<file path="config.mk">
export PLATFORM = sky130hd
export DESIGN_NAME = fifo_write_arbiter_flat
export DESIGN_NICKNAME = d
export VERILOG_FILES = /design/src/rtl/fifo_write_arbiter_if.sv /design/src/rtl/fifo_write_arbiter.sv /design/src/flat_wrapper.sv
export SDC_FILE = /design/constraint.sdc
export NUM_CORES = 1
export LEC_CHECK = 0
export CAP_MARGIN = 10
export CORE_MARGIN = 2
export CORE_UTILIZATION = 45
export CTS_CLUSTER_SIZE = 24
export DETAILED_ROUTE_END_ITERATION = 7
export DONT_BUFFER_PORTS = 1
export HOLD_SLACK_MARGIN = 0.12
export SETUP_SLACK_MARGIN = 0.4
export SYNTH_ARGS = -nofsm -noshare
export SYNTH_HDL_FRONTEND = slang
export SYNTH_SLANG_ARGS = --single-unit
</file>
<file path="constraint.sdc">
create_clock -name wclk -period 1.6 [get_ports wclk]
set_input_delay 0.32 -clock wclk [delete_from_list [all_inputs] [get_ports wclk]]
set_output_delay 0.32 -clock wclk [all_outputs]
set_load 0.05 [all_outputs]
</file>
<file path="src/rtl/fifo_write_arbiter_if.sv">
// fifo_write_arbiter_if: requester bundle and FIFO write-side signals shared by the arbiter and its clients
interface fifo_write_arbiter_if #(
    parameter int NUM_REQ    = 4,
    parameter int DATA_WIDTH = 8
);
    logic [NUM_REQ-1:0]            req;
    logic [NUM_REQ*DATA_WIDTH-1:0] req_data;
    logic [NUM_REQ-1:0]            req_ack;
    logic [NUM_REQ-1:0]            grant;
    logic                          busy;
    logic                          full;
    logic                          w_en;
    logic [DATA_WIDTH-1:0]         data_in;
    modport master (
        input  req, req_data, full,
        output req_ack, grant, busy, w_en, data_in
    );
    modport slave (
        output req, req_data, full,
        input  req_ack, grant, busy, w_en, data_in
    );
endinterface

</file>
<file path="src/rtl/fifo_write_arbiter.sv">
// fifo_write_arbiter: round-robin burst arbiter sharing one FIFO write port among NUM_REQ requesters
module fifo_write_arbiter #(
    parameter int NUM_REQ    = 4,
    parameter int DATA_WIDTH = 8,
    parameter int MAX_BURST  = 4
) (
    input logic                 wclk,
    input logic                 wrst,
    fifo_write_arbiter_if.master bus
);
    localparam int IW = $clog2(NUM_REQ);
    localparam int BW = $clog2(MAX_BURST + 1);
    typedef enum logic {IDLE, GRANT} state_t;
    state_t        state_q, state_d;
    logic [IW-1:0] owner_q, owner_d, ptr_q, ptr_d, sel, nxt;
    logic [BW-1:0] burst_q, burst_d;
    logic          found, busy, w_en;
    always_comb begin
        sel   = ptr_q;
        found = 1'b0;
        for (int k = 0; k < NUM_REQ; k++) begin
            if (!found && bus.req[(int'(ptr_q) + k) % NUM_REQ]) begin
                found = 1'b1;
                sel   = IW'((int'(ptr_q) + k) % NUM_REQ);
            end
        end
    end
    assign nxt  = (owner_q == IW'(NUM_REQ - 1)) ? '0 : owner_q + 1'b1;
    assign busy = (state_q == GRANT);
    assign w_en = busy && bus.req[owner_q] && !bus.full;
    always_comb begin
        state_d = state_q;
        owner_d = owner_q;
        ptr_d   = ptr_q;
        burst_d = burst_q;
        if (state_q == IDLE) begin
            if (found) begin
                state_d = GRANT;
                owner_d = sel;
                burst_d = '0;
            end
        end else if (w_en) begin
            burst_d = burst_q + 1'b1;
            if (burst_d == BW'(MAX_BURST)) begin
                state_d = IDLE;
                ptr_d   = nxt;
            end
        end else if (!bus.req[owner_q]) begin
            state_d = IDLE;
            ptr_d   = nxt;
        end
    end
    always_ff @(posedge wclk or negedge wrst) begin
        if (!wrst) begin
            state_q <= IDLE;
            owner_q <= '0;
            ptr_q   <= '0;
            burst_q <= '0;
        end else begin
            state_q <= state_d;
            owner_q <= owner_d;
            ptr_q   <= ptr_d;
            burst_q <= burst_d;
        end
    end
    assign bus.w_en    = w_en;
    assign bus.busy    = busy;
    assign bus.grant   = busy ? NUM_REQ'(1) << owner_q : '0;
    assign bus.req_ack = w_en ? NUM_REQ'(1) << owner_q : '0;
    assign bus.data_in = w_en ? bus.req_data[owner_q*DATA_WIDTH +: DATA_WIDTH] : '0;
endmodule

</file>
<file path="src/flat_wrapper.sv">
// flat-port wrapper written by rule: the top's interface ports become plain ports
module fifo_write_arbiter_flat 
#(
    parameter int NUM_REQ    = 4,
    parameter int DATA_WIDTH = 8,
    parameter int MAX_BURST  = 4
)
  (wclk, wrst, bus_req, bus_req_data, bus_full, bus_req_ack, bus_grant, bus_busy, bus_w_en, bus_data_in);
  fifo_write_arbiter_if #(.NUM_REQ(NUM_REQ), .DATA_WIDTH(DATA_WIDTH)) bus_i ();
  input logic wclk;
  input logic wrst;
  input wire logic [$bits(bus_i.req)-1:0] bus_req;
  input wire logic [$bits(bus_i.req_data)-1:0] bus_req_data;
  input wire logic [$bits(bus_i.full)-1:0] bus_full;
  output wire logic [$bits(bus_i.req_ack)-1:0] bus_req_ack;
  output wire logic [$bits(bus_i.grant)-1:0] bus_grant;
  output wire logic [$bits(bus_i.busy)-1:0] bus_busy;
  output wire logic [$bits(bus_i.w_en)-1:0] bus_w_en;
  output wire logic [$bits(bus_i.data_in)-1:0] bus_data_in;
  assign bus_i.req = bus_req;
  assign bus_i.req_data = bus_req_data;
  assign bus_i.full = bus_full;
  assign bus_req_ack = bus_i.req_ack;
  assign bus_grant = bus_i.grant;
  assign bus_busy = bus_i.busy;
  assign bus_w_en = bus_i.w_en;
  assign bus_data_in = bus_i.data_in;
  fifo_write_arbiter #(.NUM_REQ(NUM_REQ), .DATA_WIDTH(DATA_WIDTH), .MAX_BURST(MAX_BURST)) u_core (.wclk(wclk), .wrst(wrst), .bus(bus_i));
endmodule
</file>
==> impl_results.md, run 1 <==
- Achievable frequency: 0.5086 GHz
- Final cycle utilization of the critical path: 122.9%
- Worst hold slack: around 0.3 ns
- Max_slew headroom: 76.36%
- Routability cong.: slightly above 0.8
- Global route overflow: 0
- Hold Path Cell Cnt: 2
- Via count: 921
- Failing checks: setup timing
- DR vias/cell: 6.020
- Syn Area/Cell: 9.930 um2
- Setup Skew: 0.004489 ns
- Syn_nets: 139
- DRC errors left: 0
- CP max FO: 5
- Register area share after synthesis: 21.45%
- Cell Pwr Density: ~2000 nW/um2
- FP Rows: 16
- Initial antenna violation count: 0
- CTS Buffer Depth: 2
- Fin crit period: 1.966 ns
- Filler Cells Inserted: 106
- Area after DPL: 1421 um2
- CTS tree: yes
- Met3 wire len: ~190 um
- Count leader, synth: mux4_2
- ANT nets after route: 0
- VDD IR max: 1472 uV
- Design Area, Final: roughly 1700 um2
- Layout Cells excl Fill: 153
- Max-slew violation total from the final report: 0
- Port bufs: 0
- Status: finished, violations left
- Die area: 2455 um2
- FF+latch count, synth: 8
- Htree depth: 1
- Top cell type's share of synthesized area: 21.72%
- Startpoint Class: flop
- Layout cell share with drive strength beyond 1: between 60 and 70%
- Final wirelength: 3152 um
- WP data required: 1.28 ns
- Cts bufs inserted: 3
- Top post-synthesis cells by count: mux4_2, dfrtp_1, inv_1, nor2b_1, ha_1
- Crit path arrival time: 1.65 ns
- Fraction of registers with async set/reset: between 90% and 100%
- Routed length per placed instance: 20.60 um
- Die W: 49.55 um
- ANT cells: 0
- Setup-failing EPs final: 18
- Initial DRT Pass Iterations: 4
- Layout area overhead: 78.42%
- Met2 WL: 1689 um
- Fin util: 84.89%
- Worst-path clk slew: 0.05 ns
- Min-delay worst type: input pin to flop
- RSZ-0062 raised after global routing: true
- Actual slew at the worst max-slew pin: 0.3534 ns
- Hold violation total from the final report: 0
- Dpl hpwl: between 1500 and 2000 um
- Gr usage total: 21.02%
- Met1 wire length: 1253 um
- Final WS setup: -0.3661 ns
- EDFF count, synth: 0
- CP Capture Type: primary output
- Fin nets: about 170
- First-pass GRT wire length: 3995 um
- Clk Latency, worst-skew pair: 0.25 ns
- Synth top area cells: mux4_2, dfrtp_1, ha_1
- Max Cap Viol: 0
- Yosys top cell by area: mux4_2
- Placed cell count: about 140
- Core region area: roughly 2000 um2
- Main synth FF type: dfrtp_1
- P_leak: 0.6711 nW
- IO Count: 57
- R2R Setup Slk: -0.11 ns
- Largest net degree at the start of global routing: 11
- Cell area after synthesis: 933.4 um2
- Starting Density: a little under half
- Post-Synthesis Cells: between 90 and 100
- Vias in the first global route: 895
- FF-to-FF path depth: 4
- Unique masters post-synth: 35
- DRT iter0 DRCs: 17
- Chip height: 49.55 um
- Num Clock Sinks: 8
- DR top layer: met4
- Root Driver: clkbuf_4
- YS warnings: 0
- Crit Path Class: flop to primary output
==> routing by layer <==
metal / track usage (%) / up-vias
li1: - / 412
met3: 4.848 / 2
met2: 40.22 / 45
met5: 0 / -
met4: 6.944 / 0
met1: 22.22 / 462
==> critical path: stages (launching register included) <==
cell and delay, ns:
dfrtp_2 0.39, mux4_2 0.55, nand3_4 0.11, buf_12 0.15, nor2b_4 0.05, buf_6 0.15
==> flip-flops by register name, indices dropped and copies added (netlist names) <==
register         cells
u_core.burst_q       3
u_core.ptr_q         2
u_core.bus.busy      1
u_core.owner_q       2
==> cell type report <==
| cell class | count | area, um2 | area share [%] |
|---|---|---|---|
| Multi-Input combinational cell | 71 | 862.1 | 51.77 |
| Inverter | 10 | 62.56 | 3.757 |
| Timing Repair Buffer | 34 | 481.7 | 28.93 |
| Clock buffer | 3 | 22.52 | 1.352 |
| Sequential cell | 8 | 202.7 | 12.17 |
| Tap cell | 27 | 33.78 | 2.029 |
==> metrics by stage <==
step / power [mW] / setup slack (ns) / TNS [ns]
3_3_place_gp: 2.590 / -0.08608 / -0.7463
6_report: 3.359 / -0.3661 / -5.329
3_5_place_dp: 2.634 / -0.1089 / -1.018
4_1_cts: 2.901 / -0.3532 / -5.281
5_1_grt: 3.521 / -0.4243 / -6.304
2_1_floorplan: 2.050 / -0.09002 / -0.9843
==> final timing paths <==
path / startpoint / to
setup / recovery: u_core.owner_q[0] / bus_data_in[7]
hold / removal: bus_req[0] / u_core.owner_q[0]
setup reg to reg: u_core.owner_q[0] / u_core.ptr_q[1]
hold reg to reg: u_core.burst_q[2] / u_core.burst_q[2]
max in group asynchronous: wrst / u_core.owner_q[0]
min in group asynchronous: wrst / u_core.burst_q[1]
==> power breakdown <==
| group | internal, mW | total (mW) | switching, mW |
|---|---|---|---|
| Sequential | 0.302 | 0.421 | 0.119 |
| Clock | 0.0853 | 0.147 | 0.0614 |
| Combinational | 1.40 | 2.79 | 1.39 |
==> layout by cell type (no fill, tap or decap), types with 3 or more instances in the layout <==
cell      synthesis  layout
buf_4             0       8
inv_4             0       4
nor2b_4           0       8
dfrtp_1           8       6
clkbuf_4          0       3
ha_1              6       3
mux4_2            9       9
buf_6             1       9
nor2_4            0       4
nand3_1           5       3
buf_12            0      14
a21oi_1           3       3
and3_4            2       4
inv_1             8       4
nand2b_1          4       3
ha_4              0       3
==> cell families (layout without fill, tap and decap cells) <==
family / after synthesis / in the layout / synth area share (%)
muxes: 11 / 11 / 24.13
buffers and inverters: 15 / 47 / 7.238
and+or+nand+nor: 36 / 36 / 23.46
DFF: 8 / 8 / 21.45
AOI/OAI and AO/OA: 18 / 18 / 15.68
adders and majority gates: 6 / 6 / 8.043
==> repair_timing <==
item	in CTS	in global routing
hold endpoints to repair	8	0
hold buffers	1	0
endpoints found under the setup margin	25	25
pin swaps	0	4
cloned	0	0
gates resized for setup	12	28
buffers inserted	1	6
Power figures use the tool's default switching activity.
==> run 2, diff against run 1 <==
- CAP_MARGIN: 10 -> default
- CORE_UTILIZATION: 45 -> 25
==> run 2 against run 1 <==
The flow still finishes with violations (setup timing). Fmax increased by 0.37%. Sequential share of layout area increased by 0.21 points. Clock power is 62% higher. Cell count rose by 11%. Sequential power increased by 3%. Final area decreased by 1.1%. Register-to-register slack worse by 0.02 ns. Global-route usage shrank 7.2 points. Die area increased by 73%. First-iteration DRC count fell by 5.9%. Clock skew shrank 0.0041 ns. Critical path type unchanged. Largest power group unchanged. Highest routed layer unchanged.
==> impl_results.md, run 2 (same netlist as run 1, synthesis figures left out) <==
- Worst R2R End: u_core.ptr_q[1] (unchanged)
- Worst r2r src: u_core.owner_q[0] (unchanged)
- Largest regs: u_core.burst_q x3, u_core.owner_q x2, u_core.ptr_q x2 (unchanged)
- FP Rows: 22 (was 16)
- ANT nets after route: 0 (unchanged)
- Top Family by Delay on Critical Path: multiplexers (unchanged)
- Crit path cell chain: mux4_2, nand3_4, buf_12, nor2b_4, buf_12 (was mux4_2, nand3_4, buf_12, nor2b_4, buf_6)
- Crit Path Class: flop to primary output (unchanged)
- Actual slew at the worst max-slew pin: 0.6360 ns (was 0.3534 ns)
- CP max FO: 7 (was 5)
- Clk Latency, worst-skew pair: 0.23 ns (was 0.25 ns)
- DRT iter0 DRCs: 16 (was 17)
- Worst Path Buf+Inv: 2 (unchanged)
- Failing checks: setup timing (unchanged)
- Fin crit period: 1.959 ns (was 1.966 ns)
- Final wirelength: 2883 um (was 3152 um)
- DR vias/cell: 5.171 (was 6.020)
- FF-to-FF path depth: 4 (unchanged)
- Crit-path most repeated cell: buf_12
- Layout Cells excl Fill: 170 (was 153)
- Overall Power: 3.287 mW (was 3.359 mW)
- ANT cells: 0 (unchanged)
- Chip height: 65.11 um (was 49.55 um)
- Cell Pwr Density: 1996 nW/um2 (was 2017 nW/um2)
- Port bufs: 0 (unchanged)
- Setup-failing EPs final: 19 (was 18)
- Worst-path clk slew: 0.04 ns (was 0.05 ns)
- Initial DRT Pass Iterations: 4 (unchanged)
- Crit path arrival time: 1.64 ns (was 1.65 ns)
- Dpl hpwl: 2186 um (was 1974 um)
- Die area: 4239 um2 (was 2455 um2)
- Max Cap Viol: 0 (unchanged)
- Achievable frequency: 0.5105 GHz (was 0.5086 GHz)
- Status: finished, violations left (unchanged)
- Max_slew headroom: 57.25% (was 76.36%)
- Hold path startpoint: bus_req[3] (was bus_req[0])
- Htree depth: 1 (unchanged)
- Final cycle utilization of the critical path: 122.4% (was 122.9%)
- CP max stage delay: 0.56 ns (was 0.55 ns)
- Layout cell share with drive strength beyond 1: 67.21% (was 69.05%)
- Largest reg by FF count: u_core.burst_q (unchanged)
- Routed length per placed instance: 16.96 um (was 20.60 um)
- Most frequent cells in the layout: buf_12, mux4_2, buf_4, nor2b_4 (was buf_12, mux4_2, buf_6, nor2b_4, buf_4)
- Cts bufs inserted: 3 (unchanged)
- Initial antenna violation count: 0 (unchanged)
- Fin nets: 169 (was 173)
- Critical path's slowest cell: mux4_2 (unchanged)
- CP Capture Type: primary output (unchanged)
- Max-slew violation total from the final report: 0 (unchanged)
- IO Count: 57 (unchanged)
- Min-Delay Endpoint: u_core.burst_q[2] (was u_core.owner_q[0])
- Global route overflow: 0 (unchanged)
- VDD IR max: 557.9 uV (was 1472 uV)
- R2R Setup Slk: -0.13 ns (was -0.11 ns)
- Max reg flops: 3 (unchanged)
- WP data required: 1.28 ns (about the same)
- Final WS setup: -0.3588 ns (was -0.3661 ns)
- Hold Path Cell Cnt: 3 (was 2)
- Gr usage total: 13.84% (was 21.02%)
- Most common cell after layout, fill and taps aside: buf_12 (unchanged)
- Num Clock Sinks: 8 (unchanged)
- RSZ-0062 raised after global routing: true (unchanged)
- Setup Skew: 0.0003637 ns (was 0.004489 ns)
- Vias in the first global route: 970 (was 895)
- CTS Buffer Depth: 2 (unchanged)
- Largest net degree at the start of global routing: 11 (unchanged)
- First-pass GRT wire length: 4457 um (was 3995 um)
- Root Driver: clkbuf_8 (was clkbuf_4)
- Via count: 879 (was 921)
- Layout area overhead: 76.41% (was 78.42%)
- Die W: 65.11 um (was 49.55 um)
- Core region area: 3633 um2 (was 1962 um2)
- Starting Density: 25.69% (was 47.58%)
- Placed cell count: 161 (was 142)
- Routability cong.: 0.7291 (was 0.8101)
- Startpoint Class: flop (unchanged)
- DRC errors left: 0 (unchanged)
- Min-delay worst type: input pin to flop (unchanged)
- Hold violation total from the final report: 0 (unchanged)
- P_leak: 0.6607 nW (was 0.6711 nW)
- CTS tree: yes (unchanged)
[run 2: how the worst max path moves through the flow]
| stage | cells after the start | startpoint | slack [ns] | end |
|---|---|---|---|---|
| floorplan | 4 | u_core.owner_q[0] | -0.09 | bus_data_in[0] |
| global placement | 5 | u_core.owner_q[0] | -0.08 | bus_data_in[0] |
| detailed placement | 5 | u_core.owner_q[0] | -0.12 | bus_data_in[2] |
| CTS | 5 | u_core.owner_q[0] | -0.35 | bus_data_in[2] |
| global route | 5 | u_core.owner_q[0] | -0.40 | bus_data_in[5] |
| finish | 5 | u_core.owner_q[0] | -0.36 | bus_data_in[5] |
[run 2: where the power goes]
part	switching, mW	internal, mW
logic	1.27	1.35
clock network	0.0751	0.163
registers	0.129	0.305
[run 2: tightest hold or removal path: cells and delay by family]
| family | cells | cell delay, ns |
|---|---|---|
| simple gates | 2 | 0.15 |
| compound gates | 1 | 0.06 |
[run 2: what timing repair did]
item,4_1_cts,5_1_grt
hold endpoints to repair,8,0
hold buffers,1,0
setup endpoints to repair,26,26
cloned,1,0
resized for setup,18,6
pin swaps,2,1
buffers inserted,3,1
[run 2: per-stage QoR]
step | setup TNS [ns] | setup WS, ns | area [um2] | hold WS (ns) | util [%]
6_report | -5.431 | -0.3588 | 1647 | 0.3449 | 45.32
5_1_grt | -6.291 | -0.4010 | 1647 | 0.3617 | 45.32
4_1_cts | -5.267 | -0.3522 | 1604 | 0.3358 | 44.15
3_5_place_dp | -1.327 | -0.1216 | 1433 | 0.02472 | 39.43
3_3_place_gp | -0.8413 | -0.08258 | 1433 | 0.02466 | 39.43
2_1_floorplan | -0.9843 | -0.09002 | 1097 | 0.02441 | -
[run 2: area by class of cell]
cell class,count,area [um2]
clock buffers,3,41.29
inverters,10,52.55
well taps,48,60.06
repair buffers,30,452.9
fillers,333,1987
flip-flops and latches,8,203.9
multi-input cells,71,835.8
[run 2: layer usage]
metal / global-route usage [%] / vias to the layer above / share of wire, %
li1: - / 403 / -
met1: 13.13 / 419 / 32
met2: 26.80 / 51 / 55
met3: 3.596 / 6 / 10
met4: 7.552 / 0 / 1.8
met5: 0 / - / 0
==> run 3, diff against run 2 <==
- CTS_CLUSTER_DIAMETER: default -> 100
- CTS_CLUSTER_SIZE: 24 -> 8
- DONT_BUFFER_PORTS: 1 -> default
==> run 3 against run 2 <==
The run still ends with setup timing left. First-iteration DRC count rose to 3.4 times the previous value. Register-to-register slack got worse by 0.12 ns. Largest cell class is now non-clock buffers. Largest power group unchanged. Fmax down 0.57%.
==> impl_results.md, run 3 (same netlist as run 1, synthesis figures left out) <==
- Dpl hpwl: 2525 um (was 2186 um)
- P_leak: 0.8915 nW (was 0.6607 nW)
- Gr usage total: 14.78% (was 13.84%)
- Hold violation total from the final report: 0 (unchanged)
- Setup Skew: 0.002541 ns (was 0.0003637 ns)
- Die W: 65.11 um (unchanged)
- Most common cell after layout, fill and taps aside: clkdlybuf4s50_1 (was buf_12)
- CTS tree: yes (unchanged)
- Layout area overhead: 136.3% (was 76.41%)
- Layout cell share with drive strength beyond 1: 56.07% (was 67.21%)
- VDD IR max: 909.6 uV (was 557.9 uV)
- Htree depth: 1 (unchanged)
- Final cycle utilization of the critical path: 123.1% (was 122.4%)
- Met3 wire len: 267 um (was 301 um)
- Die area: 4239 um2 (unchanged)
- Failing checks: setup timing (unchanged)
- RSZ-0062 raised after global routing: true (unchanged)
- Final wirelength: 3186 um (was 2883 um)
- Crit Path Class: flop to primary output (unchanged)
- Cell Pwr Density: 1643 nW/um2 (was 1996 nW/um2)
- Fin nets: 220 (was 169)
- CP max FO: 3 (was 7)
- Status: finished, violations left (unchanged)
- Max_slew headroom: 75.89% (was 57.25%)
- Overall Power: 3.625 mW (was 3.287 mW)
- Met2 WL: 1626 um (was 1594 um)
- Hold Buf Count CTS: 0 (was 1)
- DRT iter0 DRCs: 55 (was 16)
- Clk Latency, worst-skew pair: 0.23 ns (about the same)
- Initial DRT Pass Iterations: 4 (unchanged)
- Cts bufs inserted: 3 (unchanged)
- CTS Buffer Depth: 2 (unchanged)
- Worst-path clk slew: 0.04 ns (about the same)
- Final WS setup: -0.3700 ns (was -0.3588 ns)
- Largest reg by FF count: u_core.burst_q (unchanged)
- IO Count: 57 (unchanged)
- Max Cap Viol: 0 (unchanged)
- Met1 wire length: 1263 um (was 935 um)
- Core region area: 3633 um2 (unchanged)
- DRC errors left: 0 (unchanged)
- Area after DPL: 1943 um2 (was 1433 um2)
- First-pass GRT wire length: 4961 um (was 4457 um)
- Design Area, Final: 2206 um2 (was 1647 um2)
- CP Capture Type: primary output (unchanged)
- Chip height: 65.11 um (unchanged)
- Setup-failing EPs final: 22 (was 19)
- Vias in the first global route: 1083 (was 970)
- ANT nets after route: 0 (unchanged)
- Largest net degree at the start of global routing: 14 (was 11)
- Port bufs: 56 (was 0)
- Achievable frequency: 0.5076 GHz (was 0.5105 GHz)
- Crit path arrival time: 1.65 ns (was 1.64 ns)
- Routed length per placed instance: 14.42 um (was 16.96 um)
- Routability cong.: 0.7098 (was 0.7291)
- Initial antenna violation count: 0 (unchanged)
- Max reg flops: 3 (unchanged)
- Fin util: 60.71% (was 45.32%)
- DR top layer: met4 (unchanged)
- Most frequent cells in the layout: clkdlybuf4s50_1, buf_12, buf_6, buf_4, mux4_2 (was buf_12, mux4_2, buf_4, nor2b_4)
- Min-delay worst type: input pin to asynchronous set/reset pin (was input pin to flop)
- Starting Density: 25.69% (unchanged)
- DR vias/cell: 4.801 (was 5.171)
- Layout Cells excl Fill: 221 (was 170)
- Largest regs: u_core.burst_q x3, u_core.owner_q x2, u_core.ptr_q x2 (unchanged)
- Fin crit period: 1.970 ns (was 1.959 ns)
- FP Rows: 22 (unchanged)
- Actual slew at the worst max-slew pin: 0.3605 ns (was 0.6360 ns)
- Via count: 1061 (was 879)
- Num Clock Sinks: 8 (unchanged)
- ANT cells: 0 (unchanged)
- Placed cell count: 208 (was 161)
- Root Driver: clkbuf_8 (unchanged)
- WP data required: 1.28 ns (about the same)
- Startpoint Class: flop (unchanged)
- Max-slew violation total from the final report: 0 (unchanged)
- Global route overflow: 0 (unchanged)
-- run 3: area by class of cell --
| class | count | area (um2) |
|---|---|---|
| Multi-Input combinational cell | 71 | 847.1 |
| Fill cell | 301 | 1428 |
| Timing Repair Buffer | 81 | 994.7 |
| Sequential cell | 8 | 202.7 |
| Clock buffer | 3 | 41.29 |
| Tap cell | 48 | 60.06 |
| Inverter | 10 | 60.06 |
-- run 3: critical path: stages, from the launching register on --
cell	delay [ns]
dfrtp_2	0.39
mux4_2	0.56
buf_4	0.17
and3_4	0.16
buf_6	0.14
-- run 3: power by group --
group / internal [mW] / total [mW] / switching (mW)
Sequential: 0.302 / 0.419 / 0.117
Combinational: 1.62 / 2.97 / 1.34
Clock: 0.163 / 0.238 / 0.0751
-- run 3: path summary, 6_finish.rpt --
check	end	slack [ns]	from	cells after the start
max	bus_req_ack[2]	-0.37	u_core.owner_q[0]	4
min	u_core.burst_q[1]	0.37	wrst	1
max reg2reg	u_core.ptr_q[1]	-0.25	u_core.owner_q[0]	5
min reg2reg	u_core.burst_q[1]	0.56	u_core.burst_q[1]	2
max in group asynchronous	u_core.owner_q[0]	0.94	wrst	1
min in group wclk	u_core.burst_q[1]	0.56	u_core.burst_q[1]	2
-- run 3: timing repair --
item	CTS	global route
buffers inserted	4	5
endpoints found under the setup margin	26	26
pin swaps	5	4
gates resized for setup	31	9
cloned	1	0
-- run 3: layer usage --
metal,global-route usage [%],vias to the layer above
met3,2.055,4
met1,16.97,506
met4,5.469,0
met2,27.71,47
li1,-,504
met5,0,-
-- run 3: stage by stage --
| stage | hold slack (ns) | setup WS (ns) | setup TNS, ns |
|---|---|---|---|
| 3_3_place_gp | 0.5314 | -0.4894 | -7.895 |
| 4_1_cts | 0.3787 | -0.3940 | -5.849 |
| 2_1_floorplan | 0.02441 | -0.09002 | -0.9843 |
| 3_5_place_dp | 0.5515 | -0.5150 | -8.315 |
| 6_report | 0.3718 | -0.3700 | -5.508 |
| 5_1_grt | 0.4124 | -0.4010 | -6.369 |
